--- src/rtl/multicycle_ctrl.sv ---
// multicycle_ctrl
// Multicycle RV32I control unit. A single FSM steps each instruction through
// fetch, decode, execute, memory and writeback, and drives the datapath mux
// selects, write enables and ALU operation. Memory states wait on memready and
// can time out. Illegal encodings and memory timeouts can park the unit in TRAP.
module multicycle_ctrl #(
    parameter int unsigned WAIT_LIMIT = 15,
    parameter bit          TRAP_EN    = 1'b1
) (
    input  logic       clk,
    input  logic       reset,
    input  logic [6:0] op,
    input  logic [2:0] funct3,
    input  logic       funct7b5,
    input  logic       zero,
    input  logic       lt,
    input  logic       ltu,
    input  logic       memready,
    output logic [2:0] immsrc,
    output logic [1:0] alusrca,
    output logic [1:0] alusrcb,
    output logic [1:0] resultsrc,
    output logic       adrsrc,
    output logic [3:0] alucontrol,
    output logic       irwrite,
    output logic       pcwrite,
    output logic       regwrite,
    output logic       memwrite,
    output logic       memreq,
    output logic       trap
);

    localparam logic [6:0] OP_LOAD   = 7'b0000011;
    localparam logic [6:0] OP_STORE  = 7'b0100011;
    localparam logic [6:0] OP_R      = 7'b0110011;
    localparam logic [6:0] OP_I      = 7'b0010011;
    localparam logic [6:0] OP_JAL    = 7'b1101111;
    localparam logic [6:0] OP_JALR   = 7'b1100111;
    localparam logic [6:0] OP_LUI    = 7'b0110111;
    localparam logic [6:0] OP_AUIPC  = 7'b0010111;
    localparam logic [6:0] OP_BRANCH = 7'b1100011;

    localparam logic [3:0] ALU_ADD  = 4'd0;
    localparam logic [3:0] ALU_SUB  = 4'd1;
    localparam logic [3:0] ALU_AND  = 4'd2;
    localparam logic [3:0] ALU_OR   = 4'd3;
    localparam logic [3:0] ALU_XOR  = 4'd4;
    localparam logic [3:0] ALU_SLT  = 4'd5;
    localparam logic [3:0] ALU_SLTU = 4'd6;
    localparam logic [3:0] ALU_SLL  = 4'd7;
    localparam logic [3:0] ALU_SRL  = 4'd8;
    localparam logic [3:0] ALU_SRA  = 4'd9;

    // The wait counter only has to reach WAIT_LIMIT-1; a zero limit keeps a 1-bit counter idle.
    localparam int unsigned   CW        = (WAIT_LIMIT < 2) ? 1 : $clog2(WAIT_LIMIT + 1);
    localparam int unsigned   LIMIT_M1  = (WAIT_LIMIT == 0) ? 0 : WAIT_LIMIT - 1;
    localparam logic [CW-1:0] LIMIT_CNT = LIMIT_M1[CW-1:0];

    typedef enum logic [3:0] {
        FETCH,
        DECODE,
        MEMADR,
        MEMREAD,
        MEMWB,
        MEMWRITE,
        EXECR,
        EXECI,
        ALUWB,
        JAL,
        JALR,
        JLINK,
        LUI,
        BRANCH,
        TRAP
    } state_t;

    // State-decoded control fields. Enables that depend on memready or the
    // ALU flags are stored as qualifiers and combined with the live inputs.
    typedef struct packed {
        logic [1:0] aluSrcA;
        logic [1:0] aluSrcB;
        logic [1:0] resultSrc;
        logic       adrSrc;
        logic       fetchEn;
        logic       pcWriteUncond;
        logic       branchEn;
        logic       regWrite;
        logic       memWrite;
        logic       memReq;
        logic       trap;
        logic       aluDecode;
        logic       aluSub;
    } ctrl_t;

    function automatic ctrl_t decodeState(input state_t s);
        ctrl_t c;
        c = '0;
        case (s)
            FETCH: begin
                c.memReq    = 1'b1;
                c.aluSrcB   = 2'b10;
                c.resultSrc = 2'b10;
                c.fetchEn   = 1'b1;
            end
            DECODE: begin
                c.aluSrcA = 2'b01;
                c.aluSrcB = 2'b01;
            end
            MEMADR: begin
                c.aluSrcA = 2'b10;
                c.aluSrcB = 2'b01;
            end
            MEMREAD: begin
                c.memReq = 1'b1;
                c.adrSrc = 1'b1;
            end
            MEMWB: begin
                c.resultSrc = 2'b01;
                c.regWrite  = 1'b1;
            end
            MEMWRITE: begin
                c.memReq   = 1'b1;
                c.memWrite = 1'b1;
                c.adrSrc   = 1'b1;
            end
            EXECR: begin
                c.aluSrcA   = 2'b10;
                c.aluSrcB   = 2'b00;
                c.aluDecode = 1'b1;
            end
            EXECI: begin
                c.aluSrcA   = 2'b10;
                c.aluSrcB   = 2'b01;
                c.aluDecode = 1'b1;
            end
            ALUWB: begin
                c.regWrite = 1'b1;
            end
            JAL: begin
                c.aluSrcA       = 2'b01;
                c.aluSrcB       = 2'b10;
                c.pcWriteUncond = 1'b1;
            end
            JALR: begin
                c.aluSrcA       = 2'b10;
                c.aluSrcB       = 2'b01;
                c.resultSrc     = 2'b10;
                c.pcWriteUncond = 1'b1;
            end
            JLINK: begin
                c.aluSrcA = 2'b01;
                c.aluSrcB = 2'b10;
            end
            LUI: begin
                c.aluSrcA = 2'b11;
                c.aluSrcB = 2'b01;
            end
            BRANCH: begin
                c.aluSrcA  = 2'b10;
                c.aluSrcB  = 2'b00;
                c.aluSub   = 1'b1;
                c.branchEn = 1'b1;
            end
            TRAP: begin
                c.trap = 1'b1;
            end
            default: begin
                c = '0;
            end
        endcase
        return c;
    endfunction

    state_t        r_state;
    state_t        w_next;
    state_t        w_decodeNext;
    ctrl_t         r_ctrl;
    logic [CW-1:0] r_waitCnt;
    logic          w_illegal;
    logic          w_timeout;
    logic          w_inMem;
    logic          w_enterMem;
    logic          w_taken;
    logic [3:0]    w_aluOp;

    // Classify the opcode into its execute state and flag encodings we refuse to run.
    always_comb begin
        w_decodeNext = FETCH;
        w_illegal    = 1'b0;
        case (op)
            OP_LOAD: begin
                w_decodeNext = MEMADR;
                w_illegal    = (funct3 != 3'b010);
            end
            OP_STORE: begin
                w_decodeNext = MEMADR;
                w_illegal    = (funct3 != 3'b010);
            end
            OP_R:      w_decodeNext = EXECR;
            OP_I:      w_decodeNext = EXECI;
            OP_JAL:    w_decodeNext = JAL;
            OP_JALR: begin
                w_decodeNext = JALR;
                w_illegal    = (funct3 != 3'b000);
            end
            OP_LUI:    w_decodeNext = LUI;
            OP_AUIPC:  w_decodeNext = ALUWB;
            OP_BRANCH: begin
                w_decodeNext = BRANCH;
                w_illegal    = (funct3[2:1] == 2'b01);
            end
            default:   w_illegal = 1'b1;
        endcase
    end

    // A memory state gives up when its last allowed cycle is also not ready.
    always_comb begin
        w_inMem    = (r_state == FETCH) || (r_state == MEMREAD) || (r_state == MEMWRITE);
        w_timeout  = (WAIT_LIMIT != 0) && !memready && (r_waitCnt == LIMIT_CNT);
        w_enterMem = ((w_next == FETCH) || (w_next == MEMREAD) || (w_next == MEMWRITE))
                     && (w_next != r_state);
    end

    // Next-state selection for every state; memready wins over a timeout in the same cycle.
    always_comb begin
        w_next = r_state;
        case (r_state)
            FETCH: begin
                if (memready)       w_next = DECODE;
                else if (w_timeout) w_next = TRAP;
            end
            DECODE: begin
                if (w_illegal) w_next = TRAP_EN ? TRAP : FETCH;
                else           w_next = w_decodeNext;
            end
            MEMADR:   w_next = op[5] ? MEMWRITE : MEMREAD;
            MEMREAD: begin
                if (memready)       w_next = MEMWB;
                else if (w_timeout) w_next = TRAP;
            end
            MEMWB:    w_next = FETCH;
            MEMWRITE: begin
                if (memready)       w_next = FETCH;
                else if (w_timeout) w_next = TRAP;
            end
            EXECR:    w_next = ALUWB;
            EXECI:    w_next = ALUWB;
            ALUWB:    w_next = FETCH;
            JAL:      w_next = ALUWB;
            JALR:     w_next = JLINK;
            JLINK:    w_next = ALUWB;
            LUI:      w_next = ALUWB;
            BRANCH:   w_next = FETCH;
            TRAP:     w_next = TRAP;
            default:  w_next = FETCH;
        endcase
    end

    // State register with the control word for the upcoming state registered alongside it.
    always_ff @(posedge clk) begin
        if (reset) begin
            r_state <= FETCH;
            r_ctrl  <= decodeState(FETCH);
        end else begin
            r_state <= w_next;
            r_ctrl  <= decodeState(w_next);
        end
    end

    // Consecutive not-ready cycles in the current memory state, restarted on each entry.
    always_ff @(posedge clk) begin
        if (reset) begin
            r_waitCnt <= '0;
        end else if (w_enterMem) begin
            r_waitCnt <= '0;
        end else if (w_inMem && !memready && (WAIT_LIMIT != 0)) begin
            r_waitCnt <= r_waitCnt + 1'b1;
        end
    end

    // Branch condition from funct3 and the ALU compare flags.
    always_comb begin
        case (funct3)
            3'b000:  w_taken = zero;
            3'b001:  w_taken = !zero;
            3'b100:  w_taken = lt;
            3'b101:  w_taken = !lt;
            3'b110:  w_taken = ltu;
            3'b111:  w_taken = !ltu;
            default: w_taken = 1'b0;
        endcase
    end

    // ALU operation for R/I execution; sub only exists for register-register ops.
    always_comb begin
        case (funct3)
            3'b000:  w_aluOp = (op[5] && funct7b5) ? ALU_SUB : ALU_ADD;
            3'b001:  w_aluOp = ALU_SLL;
            3'b010:  w_aluOp = ALU_SLT;
            3'b011:  w_aluOp = ALU_SLTU;
            3'b100:  w_aluOp = ALU_XOR;
            3'b101:  w_aluOp = funct7b5 ? ALU_SRA : ALU_SRL;
            3'b110:  w_aluOp = ALU_OR;
            default: w_aluOp = ALU_AND;
        endcase
    end

    // Final ALU select: decoded op in execute, subtract for branch compare, add otherwise.
    always_comb begin
        if (r_ctrl.aluDecode)   alucontrol = w_aluOp;
        else if (r_ctrl.aluSub) alucontrol = ALU_SUB;
        else                    alucontrol = ALU_ADD;
    end

    // Immediate format follows the opcode in every state.
    always_comb begin
        case (op)
            OP_STORE:  immsrc = 3'b001;
            OP_BRANCH: immsrc = 3'b010;
            OP_JAL:    immsrc = 3'b011;
            OP_LUI:    immsrc = 3'b100;
            OP_AUIPC:  immsrc = 3'b100;
            default:   immsrc = 3'b000;
        endcase
    end

    assign alusrca   = r_ctrl.aluSrcA;
    assign alusrcb   = r_ctrl.aluSrcB;
    assign resultsrc = r_ctrl.resultSrc;
    assign adrsrc    = r_ctrl.adrSrc;
    assign memreq    = r_ctrl.memReq;
    assign trap      = r_ctrl.trap;

    // Architectural writes are suppressed for the whole reset cycle.
    assign irwrite  = r_ctrl.fetchEn & memready & ~reset;
    assign pcwrite  = ((r_ctrl.fetchEn & memready) | r_ctrl.pcWriteUncond
                       | (r_ctrl.branchEn & w_taken)) & ~reset;
    assign regwrite = r_ctrl.regWrite & ~reset;
    assign memwrite = r_ctrl.memWrite & ~reset;

endmodule

--- config.mk ---
export PLATFORM = sky130hd
export DESIGN_NAME = multicycle_ctrl
export DESIGN_NICKNAME = d
export VERILOG_FILES = /design/src/rtl/multicycle_ctrl.sv
export SDC_FILE = /design/constraint.sdc
export NUM_CORES = 1
export LEC_CHECK = 0
export BUFFER_PORTS_ARGS = -buffer_cell sky130_fd_sc_hd__buf_4
export CAP_MARGIN = 20
export CORE_MARGIN = 4
export CORE_UTILIZATION = 49
export CTS_CLUSTER_DIAMETER = 120
export DETAILED_ROUTE_END_ITERATION = 8
export PLACE_DENSITY = 0.78
export SETUP_SLACK_MARGIN = 0.15
export SYNTH_ARGS = -nofsm -noshare
export SYNTH_HDL_FRONTEND = slang
export SYNTH_SLANG_ARGS = --single-unit
--- constraint.sdc ---
create_clock -name clk -period 2.3 [get_ports clk]
set_input_delay 0.46 -clock clk [delete_from_list [all_inputs] [get_ports clk]]
set_output_delay 0.46 -clock clk [all_outputs]
set_load 0.005 [all_outputs]
==> results of run 1 <==
-- cell usage after synthesis (2+ instances only) --
master,count
sky130_fd_sc_hd__nor2_1,26
sky130_fd_sc_hd__nand2b_1,5
sky130_fd_sc_hd__a21o_1,6
sky130_fd_sc_hd__mux2i_1,2
sky130_fd_sc_hd__clkbuf_1,11
sky130_fd_sc_hd__nor3_1,8
sky130_fd_sc_hd__nand3_1,7
sky130_fd_sc_hd__nand2_1,17
sky130_fd_sc_hd__nor4_1,2
sky130_fd_sc_hd__nand3b_1,5
sky130_fd_sc_hd__mux2_2,3
sky130_fd_sc_hd__a311o_1,3
sky130_fd_sc_hd__or3_1,3
sky130_fd_sc_hd__inv_1,3
sky130_fd_sc_hd__a221oi_1,2
sky130_fd_sc_hd__buf_2,8
sky130_fd_sc_hd__xnor2_1,6
sky130_fd_sc_hd__buf_4,6
sky130_fd_sc_hd__ha_1,2
sky130_fd_sc_hd__a211oi_1,5
sky130_fd_sc_hd__and4b_1,3
sky130_fd_sc_hd__a21oi_1,16
sky130_fd_sc_hd__and2_1,2
sky130_fd_sc_hd__o21bai_1,3
sky130_fd_sc_hd__and3_1,2
sky130_fd_sc_hd__o31ai_1,3
sky130_fd_sc_hd__a2111oi_0,2
sky130_fd_sc_hd__nor2b_1,6
sky130_fd_sc_hd__xor2_1,4
sky130_fd_sc_hd__o21ai_0,6
sky130_fd_sc_hd__dfxtp_1,23
sky130_fd_sc_hd__o22ai_1,2
-- worst reg2reg max path, stage by stage, from the launching register on --
cell and delay, ns:
sky130_fd_sc_hd__dfxtp_4 0.40, sky130_fd_sc_hd__or4b_4 0.55, sky130_fd_sc_hd__buf_4 0.16, sky130_fd_sc_hd__o22a_2 0.28, sky130_fd_sc_hd__buf_4 0.16, sky130_fd_sc_hd__or3_1 0.32
sky130_fd_sc_hd__a21oi_2 0.14, sky130_fd_sc_hd__a21o_1 0.08
-- kinds of logic after synthesis --
family / count (synthesis) / synth area share, %
simple gates: 94 / 29.03
compound gates: 63 / 26.95
buf+inv: 29 / 8.100
flops: 23 / 26.38
xor+xnor: 10 / 5.018
mux: 5 / 3.082
fa+ha+maj: 2 / 1.433
-- layout make-up --
cell class,instances,area (um^2),share of cell area [%]
flip-flops and latches,23,478.0,19.56
multi-input cells,174,1281,52.43
repair buffers,78,589.3,24.12
well taps,46,57.56,2.355
clock buffers,4,26.28,1.075
inverters,3,11.26,0.4608
-- per-layer routing --
layer | track usage [%] | routed length [um]
met5 | 0 | 0
met4 | 5.316 | 52
met3 | 4.659 | 260
met2 | 35.12 | 2330
met1 | 27.65 | 2141
-- worst max-delay path by stage --
stage / startpoint / endpoint / slack (ns) / depth (start not counted)
6_report: funct3[1] / memreq / 0.14 / 8
2_1_floorplan: funct3[2] / alusrcb[1] / 0.11 / 9
3_3_place_gp: funct3[1] / r_waitCnt[0] / -0.15 / 8
3_5_place_dp: funct3[1] / r_waitCnt[3] / -0.20 / 8
4_1_cts: funct3[1] / r_waitCnt[3] / 0.15 / 8
5_1_grt: r_waitCnt[0] / r_waitCnt[0] / 0.09 / 10
-- sequential cells by signal, summed over array words and instances (netlist names) --
name and cells:
trap 1, r_ctrl 6, adrsrc 1, r_state 4, r_waitCnt 4, alusrcb 2, resultsrc 2, memreq 1
alusrca 2
-- per-stage QoR --
step / area (um^2) / instances / total power, mW / setup WS, ns / hold slack (ns)
5_1_grt: 2444 / 328 / 2.006 / 0.08635 / 0.5038
3_3_place_gp: 2256 / 319 / 1.510 / -0.1513 / 0.5799
4_1_cts: 2347 / 324 / 1.775 / 0.1475 / 0.4773
2_1_floorplan: 1804 / 226 / 1.186 / 0.1149 / 0.5487
3_5_place_dp: 2256 / 319 / 1.531 / -0.2006 / 0.6237
6_report: 2444 / 328 / 1.874 / 0.1393 / 0.4913
-- timing repair --
action | in CTS | in global routing
buffers inserted | 1 | 4
setup endpoints to repair | 15 | 18
hold endpoints to repair | 0 | 0
gates resized for setup | 18 | 16
pin swaps | 4 | 5
-- power by group --
group | switching [mW] | total [mW] | internal [mW] | leakage (nW)
clock | 0.114 | 0.181 | 0.0677 | 0.0150
combinational | 0.548 | 1.13 | 0.585 | 0.810
sequential | 0.0680 | 0.559 | 0.491 | 0.192
==> flow_results.org, run 1 <==
** Detailed routing
- In this run, the number of DRC markers left after iteration 0 of detailed routing was 181.
- For this run, design rule violations remaining after detail routing come to 0.
- Average wire per cell in the routed design :: 14.59 um
- Via density per instance :: 5.744
- Before antenna repair, the detailed router went through 5 iterations.
- The routed design has 4.784 mm of wire.
- The detailed router placed 1884 vias in this run.
- The detail route stage leaves a number of antenna-violating nets equal to 0.

** Critical path
- Most prevalent standard cell on the critical path :: sky130_fd_sc_hd__a21o_1
- Startpoint types :: input port
- Cell at the slowest stage of the critical path :: sky130_fd_sc_hd__or3_1
- Required @ worst endpoint :: 2.52 ns
- The worst register-to-register path has a setup slack of 0.16 ns.
- R2R Path End :: alusrcb[0]
- The worst register-to-register path begins at r_state[1].
- CP Capture Type :: flip-flop
- Data on the critical path arrives at its endpoint at 2.38 ns.
- Among cell families on the critical path, the largest total delay comes from compound AO/OA/AOI/OAI gates.
- Counting cells, the worst reg-to-reg path comes to 7.
- Walking the worst path, the cells encountered are buf_4, or3_1, a21o_1, o31ai_2, o211ai_2, xnor2_1, mux2_4, a21o_1.
- Counting both buffers and inverters, the worst setup path holds a total of 1.
- Of all nets on the critical path, the largest fanout is 6.
- Critical path class :: input port to flip-flop
- The largest single stage delay on the critical path is 0.40 ns.

** Worst hold path
- Tightest Hold Check Type :: input port to flip-flop
- For hold timing, the worst endpoint is r_waitCnt[0].
- WHS Path Cells :: 2
- In this run the most critical hold path is launched from reset.

** STA
- Max frequency :: 462.8 MHz
- Tightest Pin Transition :: 0.4108 ns
- Final-report hold violation count :: 0
- RSZ-0062 raised after global routing :: true
- Final period demand of the worst path :: 2.161 ns
- After layout, the worst path uses 93.95% of the clock period.
- Headroom to the max-slew limit came out at 71.91%.
- Number of max-slew violations in the final report :: 0
- Total negative slack :: 0 ns
- Setup violations remaining at the end of the flow were counted as 0.
- The clock arrives with 0.006974 ns of skew.

** Global routing
- The initial antenna violation count was 0.
- Entering global routing, the biggest net connects 24 pins.
- Vias in the first global route :: 1785
- Across every metal layer, demand over resource in global routing totals 21.18%.
- Total gr overflow :: 0
- Wire length of the first global-routing pass :: 7.728 mm

** Finish
- Leaving out fill and tap cells, the most frequent cells in the layout are sky130_fd_sc_hd__buf_4 (77), sky130_fd_sc_hd__nor2_1 (25), sky130_fd_sc_hd__dfxtp_1 (17), sky130_fd_sc_hd__nand2_1 (16), sky130_fd_sc_hd__a21oi_1 (15).
- 0 antenna diodes ended up in the layout.
- Area grow syn2layout :: 40.00%
- Count of filler cells inserted in the layout :: 245
- Leading cell type in the layout, fill and taps excluded :: sky130_fd_sc_hd__buf_4
- For this run, the share of the core covered by cells in the final layout is 72.09%.
- Of the cells placed in the final design, the portion with a size suffix greater than 1 is 41.49%.
- In the final design database the tool counted 302 nets.

** Synth
- Number of enable flip-flop cells after synthesis :: 0
- Syn Inst Count :: 226
- Avg Synthesized Cell Area :: 7.723 um^2
- Number of storage elements in the synthesis netlist :: 23
- Synth area leader :: sky130_fd_sc_hd__dfxtp_1
- The synthesized design devotes to its leading area cell type 26.38% of total area.
- During synthesis, Yosys emitted a total of 0 warnings.
- When the netlist entered floorplanning its net count stood at 245.
- Yosys attributes the largest share of cell area to sky130_fd_sc_hd__dfxtp_1 (26%), sky130_fd_sc_hd__nor2_1 (5.6%), sky130_fd_sc_hd__a21oi_1 (4.6%).
- Primary FF master, synth :: sky130_fd_sc_hd__dfxtp_1
- In the synthesized netlist the async set-or-reset flop fraction comes to 0%.
- Proportion of synthesized chip area in sequential cells :: 26.38%
- After synthesis the cells add up to 0.001745 mm^2.
- Yosys mapped the design onto 56 distinct sky130hd cell types.

** Clock tree
- Counting along the longest clock path gives a buffer depth of 2.
- Count of H-tree levels built during CTS :: 1
- TritonCTS built the clock tree.
- Clock latency at the later pin of the worst-skew pair :: 0.31 ns
- TritonCTS buffer count :: 3
- Clk root buf :: sky130_fd_sc_hd__clkbuf_4
- Clock slew at reported path FFs :: 0.12 ns
- Hold repair after CTS inserted 0 buffers.
- Clk sink count :: 23

** Outcome
- Run status :: completed

** Floorplanning
- From bottom edge to top edge, the die measures 67.69 um.
- The floorplan step set the die width to 67.69 um.
- Initial standard-cell utilization of the core :: 51.50%
- Die footprint :: 0.004581 mm^2
- I/O pins :: 37
- The floorplan has 21 rows.
- Core Area :: 0.003390 mm^2

** Pwr
- Power spread over the standard cell area amounts to 766.8 mW/mm^2.
- Leakage :: 1.017 nW
- Peak supply drop :: 719.9 uV

** Job
- Number of violations of the max-capacitance limit :: 0

** Place
- During placement, the flow inserted port buffers numbering 36.
- Placer Congestion :: 0.9675
- After legalization and detailed placement, the total HPWL measured 3.402 mm.
Note: power is estimated with default switching activity, not from simulation.
==> run 2: changes to the inputs <==
--- a/config.mk
+++ b/config.mk
@@ -5,6 +5,7 @@
 export SDC_FILE = /design/constraint.sdc
 export NUM_CORES = 1
 export LEC_CHECK = 0
+export ABC_AREA = 1
 export BUFFER_PORTS_ARGS = -buffer_cell sky130_fd_sc_hd__buf_4
 export CAP_MARGIN = 20
 export CORE_MARGIN = 4
==> run 2 against run 1 <==
  * First-iteration DRC count fell by 46%
  * Sequential share of layout area is 3.4 points higher
  * Global-route usage shrank 3.5 points
  * Die area shrank 1.9%
  * Cell count grew 2.7%
  * Register-to-register slack better by 0.15 ns
  * Power grew 22%
  * Worst hold slack lost 0.019 ns
  * Via count fell by 9.8%
  * Maximum frequency grew 8.5%
  * Non-clock buffer count fell by 41
  * Setup slack gained 0.17 ns
  * Critical path type is now flip-flop to flip-flop
==> flow_results.org, run 2 <==
** Critical path
- Data on the critical path is required at its endpoint by 2.51 ns.
- Critical path class :: flip-flop to flip-flop
- The signal on the critical path passes through nor2_1, nand2_2, o211ai_2, a21oi_2, inv_1, a21oi_4, nand2_1, nand2_1, nor2_1, nand2_1, a21oi_1.
- Stage delay of the slowest cell on the critical path :: 0.50 ns
- Most prevalent standard cell on the critical path :: sky130_fd_sc_hd__nand2_1
- At the worst endpoint, the arrival time is 2.20 ns.
- CP Capture Type :: flip-flop
- For this design, the slowest cell found on the critical path is sky130_fd_sc_hd__dfxtp_1.
- In this run the worst setup path begins at r_state[0].
- The worst register-to-register path begins at r_state[0].
- In this run the worst path has a maximum fanout of 8.
- R2r setup slk :: 0.31 ns
- Startpoint types :: flip-flop
- Worst r2r path cells :: 11
- The endpoint identified for the worst register-to-register timing path is r_waitCnt[0].

** Detailed routing
- Number of detailed-routing iterations run before antenna repair :: 4
- In the final routed layout, each cell accounts on average for 11.29 um.
- In this run, the number of DRC markers left after iteration 0 of detailed routing was 98.
- Vias :: 1699
- In the routed design, unresolved DRC markers number 0.
- DRT Wirelength :: 3.805 mm
- Dividing the detail-routed via count by the number of cells gives 5.042.
- Count of antenna-violating nets left after detailed routing :: 0

** Floorplanning
- I/O pins :: 37
- Chip height :: 67.04 um
- The initial utilization of the core area, before any placement, comes to 50.78%.
- After floorplanning, the core was divided into 21 placement rows.
- The die is 67.04 um wide.
- Core Area :: 0.003363 mm^2
- Die footprint :: 0.004494 mm^2

** Job
- Number of violations of the max-capacitance limit :: 0

** Global routing
- The number of global-route vias before repair came to 1513.
- Global routing finished with a remaining overflow of 0.
- Global routing used 17.64% of the available tracks across all layers.
- Entering global routing, the biggest net connects 21 pins.
- The first global-routing pass estimated 6.285 mm of wire.
- The initial antenna violation count came to 0.

** Place
- IO Port Bufs :: 36
- Final HPWL from detailed placement :: 3.031 mm
- After detailed placement, the total cell area comes to 0.001969 mm^2.
- Placer Congestion :: 0.8916

** Finish
- The area growth from synthesis to layout is 18.61%.
- Max reg flops :: 6
- Leading cell type in the layout, fill and taps excluded :: sky130_fd_sc_hd__nand2_1
- More flip-flops sit in one register than any other, and that register is r_ctrl.
- Number of nets in the final layout :: 311
- Fraction of final layout cells with drive strength greater than 1 :: 32.99%
- The largest registers in the layout are r_ctrl (6), r_state (4), r_waitCnt (4).
- 0 antenna diodes ended up in the layout.
- Cells fill 60.23% of the core in the end.
- The finished cells cover 0.002026 mm^2.
- Most frequent cells in the layout :: sky130_fd_sc_hd__nand2_1 (47), sky130_fd_sc_hd__nor2_1 (40), sky130_fd_sc_hd__buf_4 (37), sky130_fd_sc_hd__nand3_1 (25), sky130_fd_sc_hd__inv_1 (23)

** Clock tree
- TritonCTS buffer count :: 3
- At the later pin of the worst-skew pair, clock insertion delay measures 0.31 ns.
- Setup repair bufs after CTS :: 0
- Count of H-tree levels built during CTS :: 1
- Clock-pin slew was measured on the worst setup and hold paths at 0.12 ns.
- TritonCTS built the clock tree.
- Clk sink count :: 23
- Longest Clk Path Bufs :: 2
- Clk root buf :: sky130_fd_sc_hd__clkbuf_4

** Synth
- Avg Synthesized Cell Area :: 6.544 um^2
- Cell variety after synth :: 37
- Syn Inst Count :: 261
- Proportion of synthesized chip area in sequential cells :: 26.96%
- Yosys synthesis warning count :: 0
- Of all flip-flops after synthesis, the portion carrying an async set or reset was 0%.
- Synth area leader :: sky130_fd_sc_hd__dfxtp_1
- Synth area leaders :: sky130_fd_sc_hd__dfxtp_1 (27%), sky130_fd_sc_hd__nand2_1 (10%), sky130_fd_sc_hd__nor2_1 (9.7%)
- The number of nets handed over by synthesis was 280.
- Netlist area before placement :: 0.001708 mm^2
- Number of enable flip-flop cells after synthesis :: 0
- Sorting the synthesized cells by how often they occur yields sky130_fd_sc_hd__nand2_1 (47), sky130_fd_sc_hd__nor2_1 (44), sky130_fd_sc_hd__nand3_1 (26).
- Of the post-synthesis cell area, the dominant cell type holds 26.96%.
- Dominant cell by count in the synthesized netlist :: sky130_fd_sc_hd__nand2_1
- For this run, the leading register cell type out of synthesis is sky130_fd_sc_hd__dfxtp_1.
- Number of storage elements in the synthesis netlist :: 23

** Pwr
- Peak supply drop :: 779.7 uV
- In this run the power density over the cells is 1131 mW/mm^2.
- The analysis attributes to cell leakage a power of 0.9764 nW.

** Worst hold path
- Tightest Hold Check Type :: input port to flip-flop
- Start point of the worst hold path :: reset
- Terminating pin of the worst hold path :: r_state[0]
- WHS Path Cells :: 2

** STA
- The final number of max-transition violations was 0.
- The tightest hold path in the finished design has a slack of 0.4725 ns.
- Final period demand of the worst path :: 1.992 ns
- Relative max-transition margin :: 78.30%
- Period Utilization, post-route :: 86.60%
- Final-report hold violation count :: 0
- Derived from the worst setup path, the maximum achievable clock frequency is 502.0 MHz.
- Post-route clock skew :: 0.005932 ns
- Setup violations remaining at the end of the flow were counted as 0.
- Adding up every negative setup slack in the final design gives 0 ns.
- RSZ-0062 raised after global routing :: false
- At the pin with the least slew margin, the transition time is 0.3245 ns.

** Outcome
- Run status :: completed
run 2: cell count changes after synthesis, moves of 6 or more:
cell                       previous run  this run
sky130_fd_sc_hd__nand2_2              0        13
sky130_fd_sc_hd__buf_2                8         2
sky130_fd_sc_hd__nor2b_1              6         0
sky130_fd_sc_hd__nand2_1             17        47
sky130_fd_sc_hd__nor2_1              26        44
sky130_fd_sc_hd__nand3_1              7        26
sky130_fd_sc_hd__nor2_2               0         7
sky130_fd_sc_hd__clkbuf_1            11         2
sky130_fd_sc_hd__inv_1                3        23
sky130_fd_sc_hd__a21o_1               6         0
sky130_fd_sc_hd__inv_2                0         7
run 2: logic make-up after synthesis:
kind of cell	share of synthesized area, %
AND/OR/NAND/NOR	45.05
XOR/XNOR	1.539
AO/OA/AOI/OAI	13.55
adder cells (fa/ha/maj)	1.465
buffers and inverters	11.43
flip-flops	26.96
run 2: cell type report:
cell class / count / area [um^2]
inverters: 32 / 121.4
flip-flops and latches: 23 / 464.2
fillers: 344 / 1338
clock buffers: 4 / 26.28
well taps: 46 / 57.56
repair buffers: 37 / 277.8
multi-input cells: 195 / 1079
run 2: per-layer routing:
layer | vias up | GRT usage [%] | part of all wire [%]
met5 | - | 0 | 0
met4 | 0 | 2.278 | 0.21
met3 | 2 | 4.384 | 7.8
met2 | 43 | 30.31 | 47
met1 | 753 | 22.61 | 45
li1 | 901 | - | -
run 2: timing repair:
action | in CTS | in global routing
setup endpoints to repair | 0 | 7
gates resized for setup | 0 | 11
hold endpoints to repair | 0 | 0
hold buffers | 0 | 0
run 2: worst max-delay path by stage:
stage	to	slack [ns]
floorplan	r_waitCnt[0]	0.48
global placement	alusrcb[0]	0.17
detailed placement	alusrcb[0]	0.15
CTS	r_waitCnt[3]	0.29
global route	r_waitCnt[0]	0.13
finish	r_waitCnt[0]	0.31
run 2: worst max-delay path: cells and delay by family (launching register included):
kind | cells | cell delay, ns
compound gates | 4 | 0.70
buf+inv | 1 | 0.09
flops | 1 | 0.50
simple gates | 6 | 0.60
run 2: through the flow:
stage	total power, mW	cells	setup WS, ns
floorplan	1.760	261	0.4811
global placement	2.057	333	0.1745
detailed placement	2.064	333	0.1457
CTS	2.249	337	0.2885
global route	2.523	337	0.1311
finish	2.291	337	0.3081
run 2: where the power goes:
group / internal, mW / leakage [nW] / switching (mW) / total [mW]
sequential: 0.523 / 0.190 / 0.0961 / 0.619
combinational: 0.533 / 0.772 / 0.954 / 1.49
clock: 0.0677 / 0.0150 / 0.117 / 0.185
total: 1.12 / 0.976 / 1.17 / 2.29
==> run 3: changes to the inputs <==
--- a/config.mk
+++ b/config.mk
@@ -9,10 +9,11 @@
 export BUFFER_PORTS_ARGS = -buffer_cell sky130_fd_sc_hd__buf_4
 export CAP_MARGIN = 20
 export CORE_MARGIN = 4
-export CORE_UTILIZATION = 49
+export CORE_UTILIZATION = 51
+export CTS_BUF_LIST = sky130_fd_sc_hd__clkbuf_8
 export CTS_CLUSTER_DIAMETER = 120
 export DETAILED_ROUTE_END_ITERATION = 8
-export PLACE_DENSITY = 0.78
+export PLACE_DENSITY = 0.8
 export SETUP_SLACK_MARGIN = 0.15
 export SYNTH_ARGS = -nofsm -noshare
 export SYNTH_HDL_FRONTEND = slang
==> run 3 against run 2 <==
  * Clock power rose by 28%
  * Cell count rose by 0.30%
  * Combinational power rose by 3%
  * Sequential power is essentially flat
  * Setup slack got worse by 0.025 ns
  * Highest routed layer unchanged
  * Die area down 3.5%
  * Flip-flop and latch count is the same
==> flow_results.org, run 3 (synthesized netlist as in run 2, its figures left out) <==
** Critical path
- Worst r2r path cells :: 11
- Most prevalent standard cell on the critical path :: sky130_fd_sc_hd__nor2_1
- On the worst path, the slowest cell contributes a delay of 0.50 ns.
- Cell at the slowest stage of the critical path :: sky130_fd_sc_hd__dfxtp_1
- Critical-path cell list :: nor2_1, nand2_2, o211ai_2, a21oi_2, inv_1, a21oi_4, nor2_2, nand2_1, nand2_1, nor2_1, nor2_1
- Required @ worst endpoint :: 2.45 ns
- The critical path is of the flip-flop to flip-flop type.
- Startpoint types :: flip-flop
- Arrival @ worst endpoint :: 2.16 ns
- CP Capture Type :: flip-flop
- In this run the worst path has a maximum fanout of 8.

** Finish
- The library cells used most frequently in the layout, excluding fill and tap cells, are sky130_fd_sc_hd__nand2_1 (47), sky130_fd_sc_hd__nor2_1 (42), sky130_fd_sc_hd__buf_4 (40), sky130_fd_sc_hd__nand3_1 (26), sky130_fd_sc_hd__inv_1 (24).
- At the end of the flow the core is filled with cells to 65.28%.
- Max reg flops :: 6
- Counting flops per register, the top entry is r_ctrl.
- The number of antenna diodes in the final layout is 0.
- Area grow syn2layout :: 19.56%
- Number of nets in the final layout :: 314
- Final Cell Area :: 0.002042 mm^2
- The library cell used most frequently in the layout, excluding fill and tap cells, is sky130_fd_sc_hd__nand2_1.
- Count of filler cells inserted in the layout :: 299
- Of the cells placed in the final design, the portion with a size suffix greater than 1 is 31.29%.
- In the final layout, the registers with the most flip-flops are r_ctrl (6), r_state (4), r_waitCnt (4).

** Floorplanning
- The floorplan step defined a die boundary enclosing 0.004339 mm^2.
- For this design the top-level I/O count stands at 37.
- The floorplan has 20 rows.
- For this configuration, the core starts out at a cell density of 54.60%.
- The floorplan step defined a core boundary enclosing 0.003128 mm^2.
- Chip height :: 65.87 um
- Die span in x :: 65.87 um

** Worst hold path
- Tightest Hold Check Type :: input port to flip-flop
- WHS Path Cells :: 2

** Detailed routing
- Starting DRC count in detailed routing :: 85
- In the final routed layout, each cell accounts on average for 11.49 um.
- For this run, design rule violations remaining after detail routing come to 0.
- Via density per instance :: 5.065
- DRT Wirelength :: 3.885 mm
- Number of detailed-routing iterations run before antenna repair :: 4
- Count of antenna-violating nets left after detailed routing :: 0
- Detailed routing inserted a total of 1712 vias.

** STA
- For the pin with the worst max-slew slack, the measured transition is 0.3275 ns.
- Final number of setup-violating endpoints :: 0
- Final-report hold violation count :: 0
- Relative max-transition margin :: 78.13%
- Number of max-slew violations in the final report :: 0
- Final period demand of the worst path :: 2.017 ns
- Hold Slack :: 0.5292 ns
- The worst path meets setup with 0.2833 ns of slack.
- For the final database, setup skew stands at 0.001547 ns.
- Period Utilization, post-route :: 87.68%
- Total negative slack :: 0 ns
- RSZ-0062 raised after global routing :: true
- Timing would allow up to 495.9 MHz.

** Job
- Number of violations of the max-capacitance limit :: 0

** Pwr
- Peak supply drop :: 954.6 uV
- Leakage :: 0.9960 nW
- Power spread over the standard cell area amounts to 1168 mW/mm^2.

** Clock tree
- TritonCTS created 3 clock buffers.
- TritonCTS built the clock tree.
- Clock-pin slew was measured on the worst setup and hold paths at 0.07 ns.
- Clk sink count :: 23
- Clk root buf :: sky130_fd_sc_hd__clkbuf_8
- Longest Clk Path Bufs :: 2
- Clock latency at the later pin of the worst-skew pair :: 0.26 ns
- Total of hold buffers inserted after clock tree synthesis :: 0
- Count of H-tree levels built during CTS :: 1

** Global routing
- The number of global-route vias before repair came to 1542.
- The total overflow left after global routing is 0.
- Entering global routing, the biggest net connects 21 pins.
- The first global-routing pass estimated 6.430 mm of wire.
- Global routing consumed, over all layers together, 18.38% of the routing resources.
- Antenna violations before repair :: 0

** Place
- Input and output buffers added on the ports amount to 36.
- At the placement stage, the worst setup path has a slack of 0.1552 ns.
- In this run the cell area measured after placement is 0.001967 mm^2.
- Placer Congestion :: 0.9122
- Final HPWL from detailed placement :: 3.038 mm

** Outcome
- Run status :: completed
run 3: changes by cell type in the layout (fill, tap and decap cells not counted), sizes merged:
cell,change
buf,+3
inv,+1
clkbuf,-1
run 3: cell type report:
cell class,count,area [um^2],area share (%)
well taps,44,55.05,2.696
repair buffers,40,300.3,14.71
multi-input cells,195,1057,51.78
clock inverters,1,3.754,0.1838
clock buffers,3,41.29,2.022
flip-flops and latches,23,462.9,22.67
inverters,32,121.4,5.944
run 3: worst paths after layout:
check,startpoint,to,slack (ns)
max,r_state[0],alusrca[1],0.28
min,reset,alusrcb[0],0.53
max reg2reg,r_state[0],alusrca[1],0.28
min reg2reg,r_waitCnt[3],r_waitCnt[3],0.56
run 3: per-layer routing:
layer | up-vias | GRT usage (%) | share of wire [%]
met3 | 8 | 3.912 | 5.0
met1 | 756 | 22.95 | 44
li1 | 902 | - | -
met4 | 0 | 3.368 | 1.1
met2 | 46 | 32.42 | 50
met5 | - | 0 | 0
run 3: repair_timing:
action	CTS	global route
setup buffers	0	3
setup endpoints to repair	0	6
resized for setup	0	4
run 3: worst max-delay path, delay by kind of cell, from the launching register on:
| kind | cells | cell delay, ns |
|---|---|---|
| compound gates | 3 | 0.59 |
| buf+inv | 1 | 0.09 |
| flops | 1 | 0.50 |
| simple gates | 7 | 0.72 |
run 3: power breakdown:
group | internal, mW | leakage [nW] | switching [mW]
Clock | 0.119 | 0.0269 | 0.117
Combinational | 0.559 | 0.780 | 0.972
Sequential | 0.522 | 0.189 | 0.0956
Total | 1.20 | 0.996 | 1.18
run 3: metrics by stage:
stage          power, mW  instances
6_report           2.384        338
5_1_grt            2.603        338
4_1_cts            2.327        335
3_5_place_dp       2.065        331
3_3_place_gp       2.058        331
2_1_floorplan      1.760        261
